### src/rtl/imem_fetch_ctrl.sv
// rtl/imem_fetch_ctrl.sv - instruction memory load/fetch controller in front of a single-port SRAM
//
// Purpose:
//   Owns a single-port synchronous SRAM. It either writes a program into the SRAM
//   (LOAD) or streams sequential instruction words out of it (FETCH). Fetched words
//   go through a small output FIFO, which the downstream side pops.
//
// Ports:
//   clk0, rst0                  clock (shared with the SRAM); synchronous active-high reset
//   start, halt                 begin fetching at pc 0 / stop fetching and return to IDLE
//   ld_valid, ld_addr, ld_data  program-load write request; ld_ready acknowledges a beat
//   redir_valid, redir_pc       pc redirect while fetching
//   out_valid, out_ready        fetched-word handshake
//   out_pc, out_data            address and data of the FIFO head
//   csb0, web0, addr0, din0     SRAM control (active-low select/write), address, write data
//   dout0                       SRAM read data, valid the cycle after a read is issued

module imem_fetch_ctrl #(
  parameter int DATA_WIDTH = 2,
  parameter int ADDR_WIDTH = 4,
  localparam int DEPTH = 2
) (
  input  logic                  clk0,
  input  logic                  rst0,
  input  logic                  start,
  input  logic                  halt,
  input  logic                  ld_valid,
  input  logic [ADDR_WIDTH-1:0] ld_addr,
  input  logic [DATA_WIDTH-1:0] ld_data,
  output logic                  ld_ready,
  input  logic                  redir_valid,
  input  logic [ADDR_WIDTH-1:0] redir_pc,
  output logic                  out_valid,
  input  logic                  out_ready,
  output logic [ADDR_WIDTH-1:0] out_pc,
  output logic [DATA_WIDTH-1:0] out_data,
  output logic                  csb0,
  output logic                  web0,
  output logic [ADDR_WIDTH-1:0] addr0,
  output logic [DATA_WIDTH-1:0] din0,
  input  logic [DATA_WIDTH-1:0] dout0
);

  typedef enum logic [1:0] {
    ST_IDLE  = 2'd0,
    ST_LOAD  = 2'd1,
    ST_FETCH = 2'd2
  } state_t;

  state_t                state_q, state_d;
  logic [ADDR_WIDTH-1:0] pc_q, pc_d;

  // One outstanding read at most; its pc travels alongside so the word is tagged
  // with the address that produced it.
  logic                  inflight_q;
  logic [ADDR_WIDTH-1:0] inflight_pc_q;

  // Output FIFO storage and bookkeeping.
  logic [DATA_WIDTH-1:0] buf_data_q [DEPTH];
  logic [ADDR_WIDTH-1:0] buf_pc_q   [DEPTH];
  logic                  rd_ptr_q;
  logic                  wr_ptr_q;
  logic [1:0]            occ_q;

  logic fetching;
  logic flush;
  logic credit_ok;
  logic rd_issue;
  logic wr_issue;
  logic push;
  logic pop;

  always_comb begin
    fetching  = (state_q == ST_FETCH);
    // halt and redirect both discard everything buffered or in flight.
    flush     = fetching && (halt || redir_valid);
    // Occupancy plus the outstanding read must leave room, so a response
    // always has a free FIFO slot when it lands.
    credit_ok = (({1'b0, occ_q} + {2'b00, inflight_q}) < 3'd2);
    rd_issue  = fetching && credit_ok && !halt && !redir_valid && !rst0;
    wr_issue  = (state_q == ST_LOAD) && ld_valid && !rst0;
    // A response is dropped if it arrives in the same cycle as a flush.
    push      = inflight_q && !flush;
    out_valid = (occ_q != 2'd0) && !rst0;
    pop       = out_valid && out_ready;
  end

  // Next-state and pc logic.
  always_comb begin
    state_d = state_q;
    pc_d    = pc_q;
    case (state_q)
      ST_IDLE: begin
        if (ld_valid) begin
          state_d = ST_LOAD;
        end else if (start) begin
          state_d = ST_FETCH;
          pc_d    = '0;
        end
      end
      ST_LOAD: begin
        if (!ld_valid) begin
          state_d = ST_IDLE;
        end
      end
      ST_FETCH: begin
        if (halt) begin
          state_d = ST_IDLE;
        end else if (redir_valid) begin
          pc_d = redir_pc;
        end else if (rd_issue) begin
          pc_d = pc_q + ADDR_WIDTH'(1);
        end
      end
      default: begin
        state_d = ST_IDLE;
      end
    endcase
  end

  // SRAM port drive; addr0 parks on pc when idle and is forced to 0 in reset.
  always_comb begin
    csb0     = 1'b1;
    web0     = 1'b1;
    addr0    = pc_q;
    din0     = '0;
    ld_ready = wr_issue;
    if (rst0) begin
      addr0 = '0;
    end else if (wr_issue) begin
      csb0  = 1'b0;
      web0  = 1'b0;
      addr0 = ld_addr;
      din0  = ld_data;
    end else if (rd_issue) begin
      csb0 = 1'b0;
    end
  end

  always_ff @(posedge clk0) begin
    if (rst0) begin
      state_q       <= ST_IDLE;
      pc_q          <= '0;
      inflight_q    <= 1'b0;
      inflight_pc_q <= '0;
      rd_ptr_q      <= 1'b0;
      wr_ptr_q      <= 1'b0;
      occ_q         <= 2'd0;
    end else begin
      state_q    <= state_d;
      pc_q       <= pc_d;
      inflight_q <= rd_issue;
      if (rd_issue) begin
        inflight_pc_q <= pc_q;
      end
      if (flush) begin
        rd_ptr_q <= 1'b0;
        wr_ptr_q <= 1'b0;
        occ_q    <= 2'd0;
      end else begin
        if (push) begin
          wr_ptr_q <= ~wr_ptr_q;
        end
        if (pop) begin
          rd_ptr_q <= ~rd_ptr_q;
        end
        case ({push, pop})
          2'b10:   occ_q <= occ_q + 2'd1;
          2'b01:   occ_q <= occ_q - 2'd1;
          default: occ_q <= occ_q;
        endcase
      end
    end
  end

  // Payload storage needs no reset; occupancy decides what is visible.
  always_ff @(posedge clk0) begin
    if (!rst0 && push) begin
      buf_data_q[wr_ptr_q] <= dout0;
      buf_pc_q[wr_ptr_q]   <= inflight_pc_q;
    end
  end

  always_comb begin
    out_pc   = buf_pc_q[rd_ptr_q];
    out_data = buf_data_q[rd_ptr_q];
  end

endmodule

### config.mk
export PLATFORM = sky130hd
export DESIGN_NAME = imem_fetch_ctrl
export DESIGN_NICKNAME = d
export VERILOG_FILES = /design/src/rtl/imem_fetch_ctrl.sv
export SDC_FILE = /design/constraint.sdc
export NUM_CORES = 1
export LEC_CHECK = 0
export ABC_AREA = 1
export BUFFER_PORTS_ARGS = -buffer_cell sky130_fd_sc_hd__buf_2
export CORE_MARGIN = 8
export CORE_UTILIZATION = 49
export CTS_BUF_LIST = sky130_fd_sc_hd__clkbuf_2
export CTS_CLUSTER_DIAMETER = 30
export DETAILED_ROUTE_END_ITERATION = 16
export GPL_ROUTABILITY_DRIVEN = 1
export PLACE_DENSITY = 0.78
export SLEW_MARGIN = 0
export SYNTH_ARGS = -nofsm -noshare
export SYNTH_HDL_FRONTEND = slang
export SYNTH_SLANG_ARGS = --single-unit
### constraint.sdc
create_clock -name clk0 -period 1.6 [get_ports clk0]
set_input_delay 0.08 -clock clk0 [delete_from_list [all_inputs] [get_ports clk0]]
set_output_delay 0.08 -clock clk0 [all_outputs]
set_load 0.005 [all_outputs]
; ---- After elaboration in Yosys (flattened, before gate mapping)
; Memories as Yosys holds them, arrays and structs flattened. A register that Yosys moved wholly into a read port is not among the register bits.
; Index checks and enable logic that the tools add are counted.
[classes]
n_addsub = 4
mul = 0
n_div = 0
n_lt_le_gt_ge = 1
n_eq_ne = 11
n_shift = 0
n_mux = 27
n_bitwise = 2
n_reduce_logical = 23
[ops]
columns = operator, count
row1 = $mux W4, 7
row2 = $mux W2, 6
row3 = $logic_and A1 B1 Y1, 11
row4 = $mux W1, 11
row5 = $ne A2 B2 Y1 const B, 5
row6 = $pmux W4 S2, 1
row7 = $pmux W2 S3, 1
row8 = $reduce_bool A2 Y1, 3
row9 = $reduce_and A5 Y1, 1
row10 = $add A4 B1 Y4 const B, 1
row11 = $eq A2 B1 Y1 const B, 2
row12 = $eq A2 B2 Y1 const B, 2
row13 = $logic_not A1 Y1, 4
row14 = $pmux W2 S2, 1
row15 = $add A2 B1 Y3, 1
row16 = $lt A3 B2 Y1 const B, 1
row17 = $ne A3 B2 Y1 const B, 1
row18 = $ne A3 B3 Y1 const B, 1
row19 = $reduce_and A3 Y1, 1
row20 = $add A2 B1 Y2 const B, 1
row21 = $logic_not A2 Y1, 1
row22 = $not A1 Y1, 2
row23 = $reduce_or A2 Y1, 1
row24 = $sub A2 B1 Y2 const B, 1
row25 = $logic_or A1 B1 Y1, 1
[word_totals]
register_bits = 15
latchBits = 0
mem_bits_rw = 12
mem_bits_ro = 0
inputBits = 19
output_inout_bits = 16
elab_cells = 77
mem_count = 2
[memory_table]
columns = name, words, word_bits, read_ports, rd_clocked_by_memory_dff, write_ports, line_no
row1 = buf_pc_q, 2, 4, 1, 1, 1, 60  ; logic [ADDR_WIDTH-1:0] buf_pc_q [DEPTH];
row2 = buf_data_q, 2, 2, 1, 1, 1, 59  ; logic [DATA_WIDTH-1:0] buf_data_q [DEPTH];

; ---- Logic depth before layout (Yosys ltp)
; Gate-level depths: netlist (run 1).
[depth]
depth_word = 10
ltp_mapped = 11
depth_no_buf = 11

; ---- Least setup slack after synthesis (run 1)
; OpenSTA, ideal clock, no wires.
[synth_timing]
path_kind = register to register
from = register state_q[0]
to = register occ_q[1]
setup_time_ns = 0.118
t_arrival_ns = 1.522
required_ns = 1.482
slack_ns = -0.040
stages_incl_launch_ff = 10
path_buffers = 0
period_less_slack_ns = 1.640
cell_sequence = dfxtp_1 > inv_2 > nand2_2 > a21oi_1 > nor2_1 > inv_2 > ha_1 > nor3_1 > nand2_1 > nor3b_2
[synth_between]
elab_chain_cells = 6
elab_cells_between_ends = 9
cone_classes = eq/ne: 3 / mux: 1 / reduce/logical: 5
[synth_rtl]
columns = element, line_no
row1 = from (decl), 50  ; state_t state_q, state_d;
row2 = from (signal assigned), 150  ; state_q <= state_d;
row3 = $eq A2 B2 Y1 *, 74  ; fetching = (state_q == ST_FETCH);
row4 = $logic_and A1 B1 Y1 *, 76  ; flush = fetching && (halt || redir_valid);
row5 = $logic_not A1 Y1, 83  ; push = inflight_q && !flush;
row6 = $logic_and A1 B1 Y1, 83
row7 = $eq A2 B1 Y1 or $eq A2 B2 Y1 (tied branches), 167  ; case ({push, pop})
row8 = $pmux W2 S2 or $reduce_bool A2 Y1 (tied branches), -
row9 = to (signal assigned), 168  ; 2'b10: occ_q <= occ_q + 2'd1;
row10 = to (signal assigned), 169  ; 2'b01: occ_q <= occ_q - 2'd1;
row11 = to (signal assigned), 170  ; default: occ_q <= occ_q;
row12 = to (decl), 63  ; logic [1:0] occ_q;
; Every way passes the cells marked *; elsewhere a longest branch is shown, timed or not.
; A chain may end at the register's enable or synchronous reset.

; ---- Worst setup path in the final report (run 1)
[layout_timing]
from = register state_q[1]
to = output addr0[3]
[layout_between]
elab_chain_cells = 5
[layout_rtl]
columns = element, line_no
row1 = $eq A2 B1 Y1, 81  ; wr_issue = (state_q == ST_LOAD) && ld_valid && !rst0;
row2 = $logic_and A1 B1 Y1 (2 in a row), 81
row3 = $mux W4, 130  ; end else if (wr_issue) begin
row4 = $mux W4, 128  ; if (rst0) begin
row5 = to (decl), 39  ; output logic [ADDR_WIDTH-1:0] addr0,
; Every way passes these cells.

==> flow_summary_export.csv, run 1 <==
group,metric,value,unit
yosys,synth_area_leaders,"edfxtp_1 (26%), dfxtp_1 (23%), nor2_1 (7.9%)",
critical_path,path_common_cell,"inv_4",
outcome,violations,"setup timing",
layout,final_util,66.48,%
cts,clockBufferDepth,2,
cts,cts_tree,"built",
timing,worst_hold_slack,0.03979,ns
timing,report.final.setup_viol,1,
critical_path,critPathSlowestCell,"dfxtp_2",
routing,wl_met1,1.286,mm
critical_path,start_kind,"register",
yosys,netlist_instances,157,
floorplan,initial_utilization,50.69,%
yosys,synthArstFlopShare,0,%
timing,fmax,0.6229,GHz
routing,drt_iter0_markers,21,
worst_hold_path,holdPathStages,4,
critical_path,reg2regPathDepth,9,
timing,worst_pin_slew,0.2594,ns
layout,drive_gt1_share,41.63,%
yosys,syn_nets,178,
yosys,ys.flop_type,"dfxtp_1",
timing,min_period,1.605,ns
critical_path,crit_start,"state_q[1]$_SDFFE_PP0P_",
critical_path,path_depth,7,
timing,clock_skew,0.01081,ns
timing,slew_headroom,82.69,%
timing,drv_slew,0,
timing,rsz0062_at_grt,"yes",
yosys,ys_seq_elements,28,
yosys,yosysTopAreaCellShare,26.23,%
outcome,outcome,"complete, but fails checks",
layout,diodes,0,
timing,final_hold_viol_count,0,
timing,postLayoutSetupSlackWorst,-0.005442,ns
critical_path,path_delay_family,"flip-flops",
floorplan,io_pins,35,
cts,clockRootBuffer,"clkbuf_2",
yosys,ys.warnings.count,0,
critical_path,r2r_end,"occ_q[1]$_SDFFE_PP0P_",
yosys,syn_area_per_cell,8.750,um2
worst_hold_path,hold_start,"out_ready",
routing,routed_via_density,5.104,
layout,finalNetCount,231,
critical_path,regToRegSetupSlack,0.10,ns
run,cap_violations,0,
cts,clk_latency,0.34,ns
routing,drc,0,
critical_path,rr_startpoint,"occ_q[0]$_SDFFE_PP0P_",
critical_path,critPathMaxFanout,7,
cts,cts_buffers,3,
routing,top_layer,"met4",
grt,grt.overflow.total,0,
routing,wl_met3,135,um
grt,antenna_found_initial,0,
floorplan,core_area,2710,um2
critical_path,crit_type,"register to primary output",
yosys,netlist_area,1374,um2
routing,wl,3.093,mm
critical_path,cp_num_buf_inv,4,
routing,drt-wirelength-per-cell,12.89,um
pwr,power_density,723.2,nW/um2
critical_path,cp.arrival,1.53,ns
worst_hold_path,whs_endpoint,"rd_ptr_q$_SDFFE_PP0P_",
grt,grt_pass1_vias,1184,
yosys,synth-edff-count,12,
layout,area_growth,31.15,%
placement,dp_hpwl,2.347,mm
routing,antenna_left,0,
timing,fin_crit_sh,100.3,%
pwr,p_leak,0.8178,nW
floorplan,die_y,68.95,um
grt,grt_pass1_wl,4.795,mm
yosys,netlist.top_cell.by_area,"edfxtp_1",
yosys,ys_types,30,
placement,preCtsSetupSlack,-0.01230,ns
routing,via_count,1225,
critical_path,end_kind,"primary output",
placement,port_buffers,34,
floorplan,rows,19,
yosys,yosysSeqAreaShare,49.54,%
placement,routabilityCongestion,0.7813,
critical_path,cp.required,1.52,ns
worst_hold_path,hp-class,"input port to register",
pwr,ir_drop,0.5101,mV
routing,wl_met2,1.641,mm
cts,cts-htree-levels,1,
floorplan,die_w,68.95,um
cts,path_clk_slew,0.25,ns
cts,cts_sinks,28,
routing,drtPass1Iterations,4,
floorplan,die_area,4754,um2
critical_path,worstPathCellList,"buf_6, inv_4, nand3_4, nor2_4, inv_4, a21oi_1, buf_2",
critical_path,max_stage_delay,0.39,ns
grt,grt_max_degree,16,
grt,gr-usage-all-layers,12.94,%
==> report_power, final <==
| group | internal (W) | switching [W] |
|---|---|---|
| Combinational | 0.000118 | 0.000157 |
| Clock | 0.0000543 | 0.000192 |
| Sequential | 0.000765 | 0.0000172 |
| Total | 0.000937 | 0.000366 |
==> sequential cells by signal, indices dropped and copies added (netlist names), named ones only <==
register,flops
buf_pc_q,8
inflight_pc_q,4
buf_data_q,4
rd_ptr_q,1
state_q,2
occ_q,2
inflight_q,1
pc_q,4
wr_ptr_q,1
==> what timing repair did <==
item	in CTS	in global routing
hold endpoints to repair	4	0
resized for setup	6	17
pin swaps	0	10
hold buffers	2	0
setup endpoints to repair	9	8
buffers inserted	2	4
==> routing by layer <==
metal	global-route usage, %	up-vias
met1	13.96	566
met3	2.423	4
met2	24.17	35
li1	-	620
met5	0	-
met4	5.013	0
==> cell usage after synthesis, drive strengths merged (3+ instances only) <==
cell    number
nand2       21
o21ai        9
xor2         3
nand3        6
inv         24
edfxtp      12
a21oi       10
nor2        31
dfxtp       16
mux2         6
nor3         3
a211oi       4
==> final cells by class <==
cell class | count | area (um2)
Clock buffer | 3 | 15.01
Multi-Input combinational cell | 103 | 659.4
Inverter | 24 | 95.09
Timing Repair Buffer | 50 | 299.0
Fill cell | 220 | 908.4
Clock inverter | 1 | 3.754
Sequential cell | 28 | 690.7
Tap cell | 31 | 38.79
==> tightest hold or removal path, cell delays in order <==
cell     delay (ns)
buf_2          0.08
nand2_1        0.08
nand2_1        0.08
a21oi_1        0.06
==> cell usage in the layout, fill, tap and decap left out, types with 3 or more instances in the layout <==
cell,instances
mux2_2,6
inv_1,16
inv_2,6
nand2_1,19
a21oi_1,7
buf_2,34
clkbuf_2,3
nand3_1,3
nor2_1,27
buf_4,13
edfxtp_1,12
a211oi_1,4
a21oi_2,3
dfxtp_1,12
xor2_1,3
o21ai_0,7
==> worst max-delay path by stage <==
stage                                       end  slack (ns)
after floorplan           occ_q[1]$_SDFFE_PP0P_       -0.02
after global placement    occ_q[1]$_SDFFE_PP0P_        0.06
after detailed placement  occ_q[1]$_SDFFE_PP0P_       -0.01
after CTS                              addr0[0]       -0.01
after global routing                   addr0[0]       -0.08
final                                  addr0[3]      -0.005
==> metrics by stage <==
step	area [um2]	TNS [ns]	std cells	total power (W)
floorplan	1384	-0.02004	157	0.0009505
global placement	1644	0	228	0.001026
detailed placement	1644	-0.01230	228	0.001037
CTS	1720	-0.01117	236	0.001291
global route	1802	-0.4043	240	0.001366
finish	1802	-0.005442	240	0.001303
==> cell families (layout without fill, tap and decap cells) <==
| group | Yosys count | after routing | synth area share (%) |
|---|---|---|---|
| buffers and inverters | 26 | 78 | 7.194 |
| xor gates and xnor gates | 3 | 3 | 1.913 |
| AOI/OAI and AO/OA | 26 | 26 | 11.11 |
| adders and majority gates | 2 | 2 | 1.821 |
| and+or+nand+nor | 66 | 66 | 23.50 |
| muxes | 6 | 6 | 4.918 |
| DFF | 28 | 28 | 49.55 |
(Power assumes the default switching activity.)
==> run 2, diff against run 1 <==
- CORE_UTILIZATION: 49 -> 50
- PLACE_DENSITY: 0.78 -> 0.76
- clock period: 1.6 -> 1.8 ns (I/O delays scaled with it)
==> flow_summary_export.csv, run 2 (synthesized netlist as in run 1, its figures left out) <==
group,metric,value,unit
layout,num-fill-cells,246,
cts,cts-htree-levels,1,
layout,final_cell_mix,"buf_2 (34), nor2_1 (28), nand2_1 (20)",
routing,drt-wirelength-per-cell,12.33,um
critical_path,crit_type,"register to register",
floorplan,die_w,68.42,um
timing,slew_headroom,82.05,%
layout,largest_reg_flops,8,
pwr,p_clk_share,29.3,%
cts,cts_buffers,3,
pwr,ir_drop,0.4876,mV
pwr,sw_frac_of_total,25.30,%
critical_path,start_kind,"register",
layout,diodes,0,
timing,drv_slew,0,
grt,grt_pass1_wl,4.843,mm
cts,postCtsSetupRepairBufs,0,
layout,fin_cells,229,
outcome,outcome,"finished clean",
placement,preCtsSetupSlack,0.08235,ns
timing,report.final.setup_viol,0,
timing,postLayoutSetupSlackWorst,0.1645,ns
floorplan,io_pins,35,
grt,grt_pass1_vias,1190,
routing,routed_via_density,5.079,
floorplan,die_y,68.42,um
layout,final_common_cell,"buf_2",
layout,regMostFlops,"buf_pc_q",
critical_path,cp.arrival,1.94,ns
routing,drc,0,
pwr,comb_power_share,16.0,%
timing,worst_hold_slack,0.02577,ns
placement,dp_hpwl,2.255,mm
routing,wl,2.823,mm
run,cap_violations,0,
placement,routabilityCongestion,0.8738,
pwr,power_density,762.4,nW/um2
layout,finalNetCount,220,
grt,gr-usage-all-layers,13.04,%
cts,path_clk_slew,0.24,ns
worst_hold_path,hp-class,"input port to register",
critical_path,critPathMaxFanout,4,
timing,fin_crit_sh,90.86,%
grt,grt.overflow.total,0,
routing,antenna_left,0,
pwr,internal_power,0.0009571,W
grt,antenna_found_initial,0,
routing,via_count,1163,
pwr,power,0.001281,W
layout,area_growth,22.31,%
floorplan,die_area,4681,um2
floorplan,core_area,2686,um2
floorplan,initial_utilization,51.14,%
cts,clk_latency,0.36,ns
timing,rsz0062_at_grt,"no",
layout,drive_gt1_share,33.84,%
cts,cts_tree,"built",
routing,drt_iter0_markers,35,
routing,drtPass1Iterations,4,
pwr,switching_power,0.0003241,W
cts,clockBufferDepth,2,
critical_path,cp.required,2.10,ns
pwr,p_leak,0.7688,nW
timing,final_hold_viol_count,0,
placement,dp_cells,223,
pwr,seq_power_share,54.7,%
floorplan,rows,19,
grt,grt_max_degree,17,
timing,setup_tns,0,ns
timing,fmax,0.6114,GHz
placement,port_buffers,34,
timing,clock_skew,0.01915,ns
cts,clockRootBuffer,"clkbuf_2",
cts,cts_sinks,28,
critical_path,end_kind,"register",
timing,worst_pin_slew,0.2692,ns
timing,min_period,1.636,ns
[run 2: critical path, cell delays in order (launching register included)]
cell	delay, ns
dfxtp_2	0.42
inv_2	0.08
nand2_2	0.08
a21oi_2	0.04
nor2_2	0.12
inv_2	0.06
ha_1	0.33
nor3_2	0.22
nor2_1	0.07
nor3b_2	0.17
[run 2: final cells by class]
cell class              instances  area [um2]  area share (%)
well taps                      31       38.79           2.308
clock inverters                 1       30.03           1.787
repair buffers                 39       212.7           12.66
inverters                      24       90.09           5.361
clock buffers                   3       15.01          0.8935
multi-input cells             103       610.6           36.34
flip-flops and latches         28       683.2           40.66
[run 2: layer usage]
metal / global-route usage, % / share of wire, % / vias up
li1: - / - / 605
met1: 14.45 / 41 / 522
met2: 23.34 / 51 / 30
met3: 3.437 / 6.7 / 6
met4: 4.604 / 1.2 / 0
met5: 0 / 0 / -
[run 2: power groups by stage]
stage / logic, W / clock network (W) / registers (W)
2_1_floorplan: 0.000136 / 0 / 0.000708
3_3_place_gp: 0.000192 / 0 / 0.000711
3_5_place_dp: 0.000199 / 0 / 0.000712
4_1_cts: 0.000203 / 0.000385 / 0.000700
5_1_grt: 0.000233 / 0.000407 / 0.000706
6_report: 0.000205 / 0.000375 / 0.000701
[run 2: path summary, 6_finish.rpt]
| path | startpoint | to | slack (ns) | cells past startpoint |
|---|---|---|---|---|
| worst max-delay path | state_q[0]$_SDFFE_PP0P_ | occ_q[1]$_SDFFE_PP0P_ | 0.16 | 9 |
| worst min-delay path | ld_valid | state_q[0]$_SDFFE_PP0P_ | 0.03 | 3 |
| worst max register to register | state_q[0]$_SDFFE_PP0P_ | occ_q[1]$_SDFFE_PP0P_ | 0.16 | 9 |
| worst min register to register | inflight_pc_q[0]$_SDFFE_PP0P_ | buf_pc_q[0][0]$_DFFE_PP_ | 0.50 | 0 |
[run 2: timing repair]
action	4_1_cts	5_1_grt
endpoints found under the setup margin	0	7
hold buffers	2	0
endpoints found under the hold margin	4	0
gates resized for setup	0	6
[run 2: metrics by stage]
step	utilization [%]	instance area, um2
after global routing	62.55	1680
after detailed placement	59.43	1597
after global placement	59.43	1597
after floorplan	-	1374
after CTS	61.85	1662
final	62.55	1680
==> run 3, diff against run 2 <==
- clock period: 1.8 -> 1.87 ns (I/O delays scaled with it)
==> flow_summary_export.csv, run 3 (synthesized netlist as in run 1, its figures left out) <==
group,metric,value,unit
outcome,outcome,"finished clean",
timing,worst_pin_slew,0.2882,ns
grt,grt_pass1_wl,4.491,mm
worst_hold_path,hp-class,"input port to register",
timing,slew_headroom,80.73,%
timing,report.final.setup_viol,0,
critical_path,critPathMaxFanout,7,
critical_path,end_kind,"register",
cts,path_clk_slew,0.24,ns
placement,dp_hpwl,2.180,mm
placement,port_buffers,34,
floorplan,rows,19,
timing,rsz0062_at_grt,"yes",
layout,final_common_cell,"buf_2",
pwr,p_clk_share,19.6,%
placement,routabilityCongestion,0.8407,
pwr,sw_frac_of_total,27.66,%
pwr,power_density,658.9,nW/um2
timing,drv_slew,0,
critical_path,regToRegSetupSlack,0.17,ns
timing,fin_crit_sh,90.89,%
grt,grt.overflow.total,0,
critical_path,crit_type,"register to register",
grt,grt_pass1_vias,1093,
layout,area_growth,19.49,%
cts,cts_sinks,28,
pwr,internal_power,0.0007824,W
cts,clockBufferDepth,2,
timing,fmax,0.5884,GHz
routing,antenna_left,0,
routing,drt-wirelength-per-cell,11.80,um
grt,gr-usage-all-layers,11.94,%
pwr,p_leak,0.7589,nW
layout,finalNetCount,220,
critical_path,reg2regPathDepth,11,
timing,final_hold_viol_count,0,
grt,use_met2,22.07,%
routing,via_count,1131,
layout,largest_reg_flops,8,
floorplan,core_area,2686,um2
timing,worst_hold_slack,0.04709,ns
timing,setup_tns,0,ns
cts,cts_tree,"built",
cts,clockRootBuffer,"clkbuf_2",
timing,min_period,1.700,ns
grt,grt_max_degree,16,
layout,multi_input_area,599.3,um2
timing,clock_skew,0.009930,ns
pwr,seq_power_share,62.2,%
cts,cts-htree-levels,1,
run,cap_violations,0,
floorplan,initial_utilization,51.14,%
layout,regMostFlops,"buf_pc_q",
routing,drt_iter0_markers,28,
worst_hold_path,holdPathStages,3,
cts,cts_buffers,3,
floorplan,die_y,68.42,um
critical_path,cp.arrival,1.99,ns
floorplan,die_w,68.42,um
grt,antenna_found_initial,0,
critical_path,start_kind,"register",
grt,grtUsageMet3,2.455,%
routing,drtPass1Iterations,4,
routing,wl,2.702,mm
layout,final_util,61.11,%
grt,busiest_layer,"met2",
cts,clk_latency,0.34,ns
layout,regArea,681.9,um2
grt,use_met1,13.50,%
floorplan,io_pins,35,
pwr,switching_power,0.0002992,W
layout,num-fill-cells,235,
routing,routed_via_density,4.939,
floorplan,die_area,4681,um2
layout,diodes,0,
critical_path,cp.required,2.16,ns
pwr,comb_power_share,18.2,%
routing,drc,0,
layout,drive_gt1_share,31.31,%
pwr,ir_drop,0.4227,mV
layout,final_cell_mix,"buf_2 (34), nor2_1 (29), nand2_1 (20)",
[run 3: path summary, 6_finish.rpt]
kind,from,endpoint
worst min register to register,wr_ptr_q$_SDFFE_PP0P_,wr_ptr_q$_SDFFE_PP0P_
worst max register to register,state_q[0]$_SDFFE_PP0P_,occ_q[1]$_SDFFE_PP0P_
worst min-delay path,ld_valid,state_q[0]$_SDFFE_PP0P_
worst max-delay path,state_q[0]$_SDFFE_PP0P_,occ_q[1]$_SDFFE_PP0P_
[run 3: power by group through the flow]
stage,clock network (W),logic (W),registers [W]
2_1_floorplan,0,0.000131,0.000682
4_1_cts,0.000222,0.000193,0.000673
6_report,0.000212,0.000197,0.000673
3_3_place_gp,0,0.000182,0.000684
5_1_grt,0.000244,0.000223,0.000676
3_5_place_dp,0,0.000189,0.000685
[run 3: final cells by class]
| type | instances | area share [%] |
|---|---|---|
| Sequential cell | 28 | 41.54 |
| Multi-Input combinational cell | 103 | 36.51 |
| Timing Repair Buffer | 39 | 12.96 |
| Inverter | 24 | 5.488 |
| Tap cell | 31 | 2.363 |
| Clock buffer | 3 | 0.9146 |
| Clock inverter | 1 | 0.2287 |
[run 3: repair_timing]
item,in CTS,in global routing
endpoints found under the hold margin,4,0
gates resized for setup,0,2
endpoints found under the setup margin,0,3
hold buffers,2,0
buffers inserted,0,1
[run 3: routing by layer]
metal / share of wire (%) / routed length (um)
met5: 0 / 0
met4: 0.56 / 15
met3: 4.8 / 130
met2: 50 / 1363
met1: 44 / 1192
[run 3: critical path, stage by stage, from the launching register on]
cell and delay [ns]:
dfxtp_2 0.40, inv_2 0.07, nand2_2 0.12, a21oi_1 0.07, nor2_1 0.18, inv_2 0.06, ha_1 0.21, nand2_1 0.06
inv_1 0.04, nor3_2 0.19, nor2_1 0.07, nor3b_2 0.17
[run 3: through the flow]
stage | total power (W) | worst slack, ns | instance area [um2] | instances
5_1_grt | 0.001144 | -0.01203 | 1642 | 229
3_5_place_dp | 0.0008746 | 0.07194 | 1589 | 222
4_1_cts | 0.001089 | 0.01839 | 1628 | 228
6_report | 0.001082 | 0.1704 | 1642 | 229
2_1_floorplan | 0.0008127 | 0.2296 | 1374 | 157
3_3_place_gp | 0.0008666 | 0.1585 | 1589 | 222
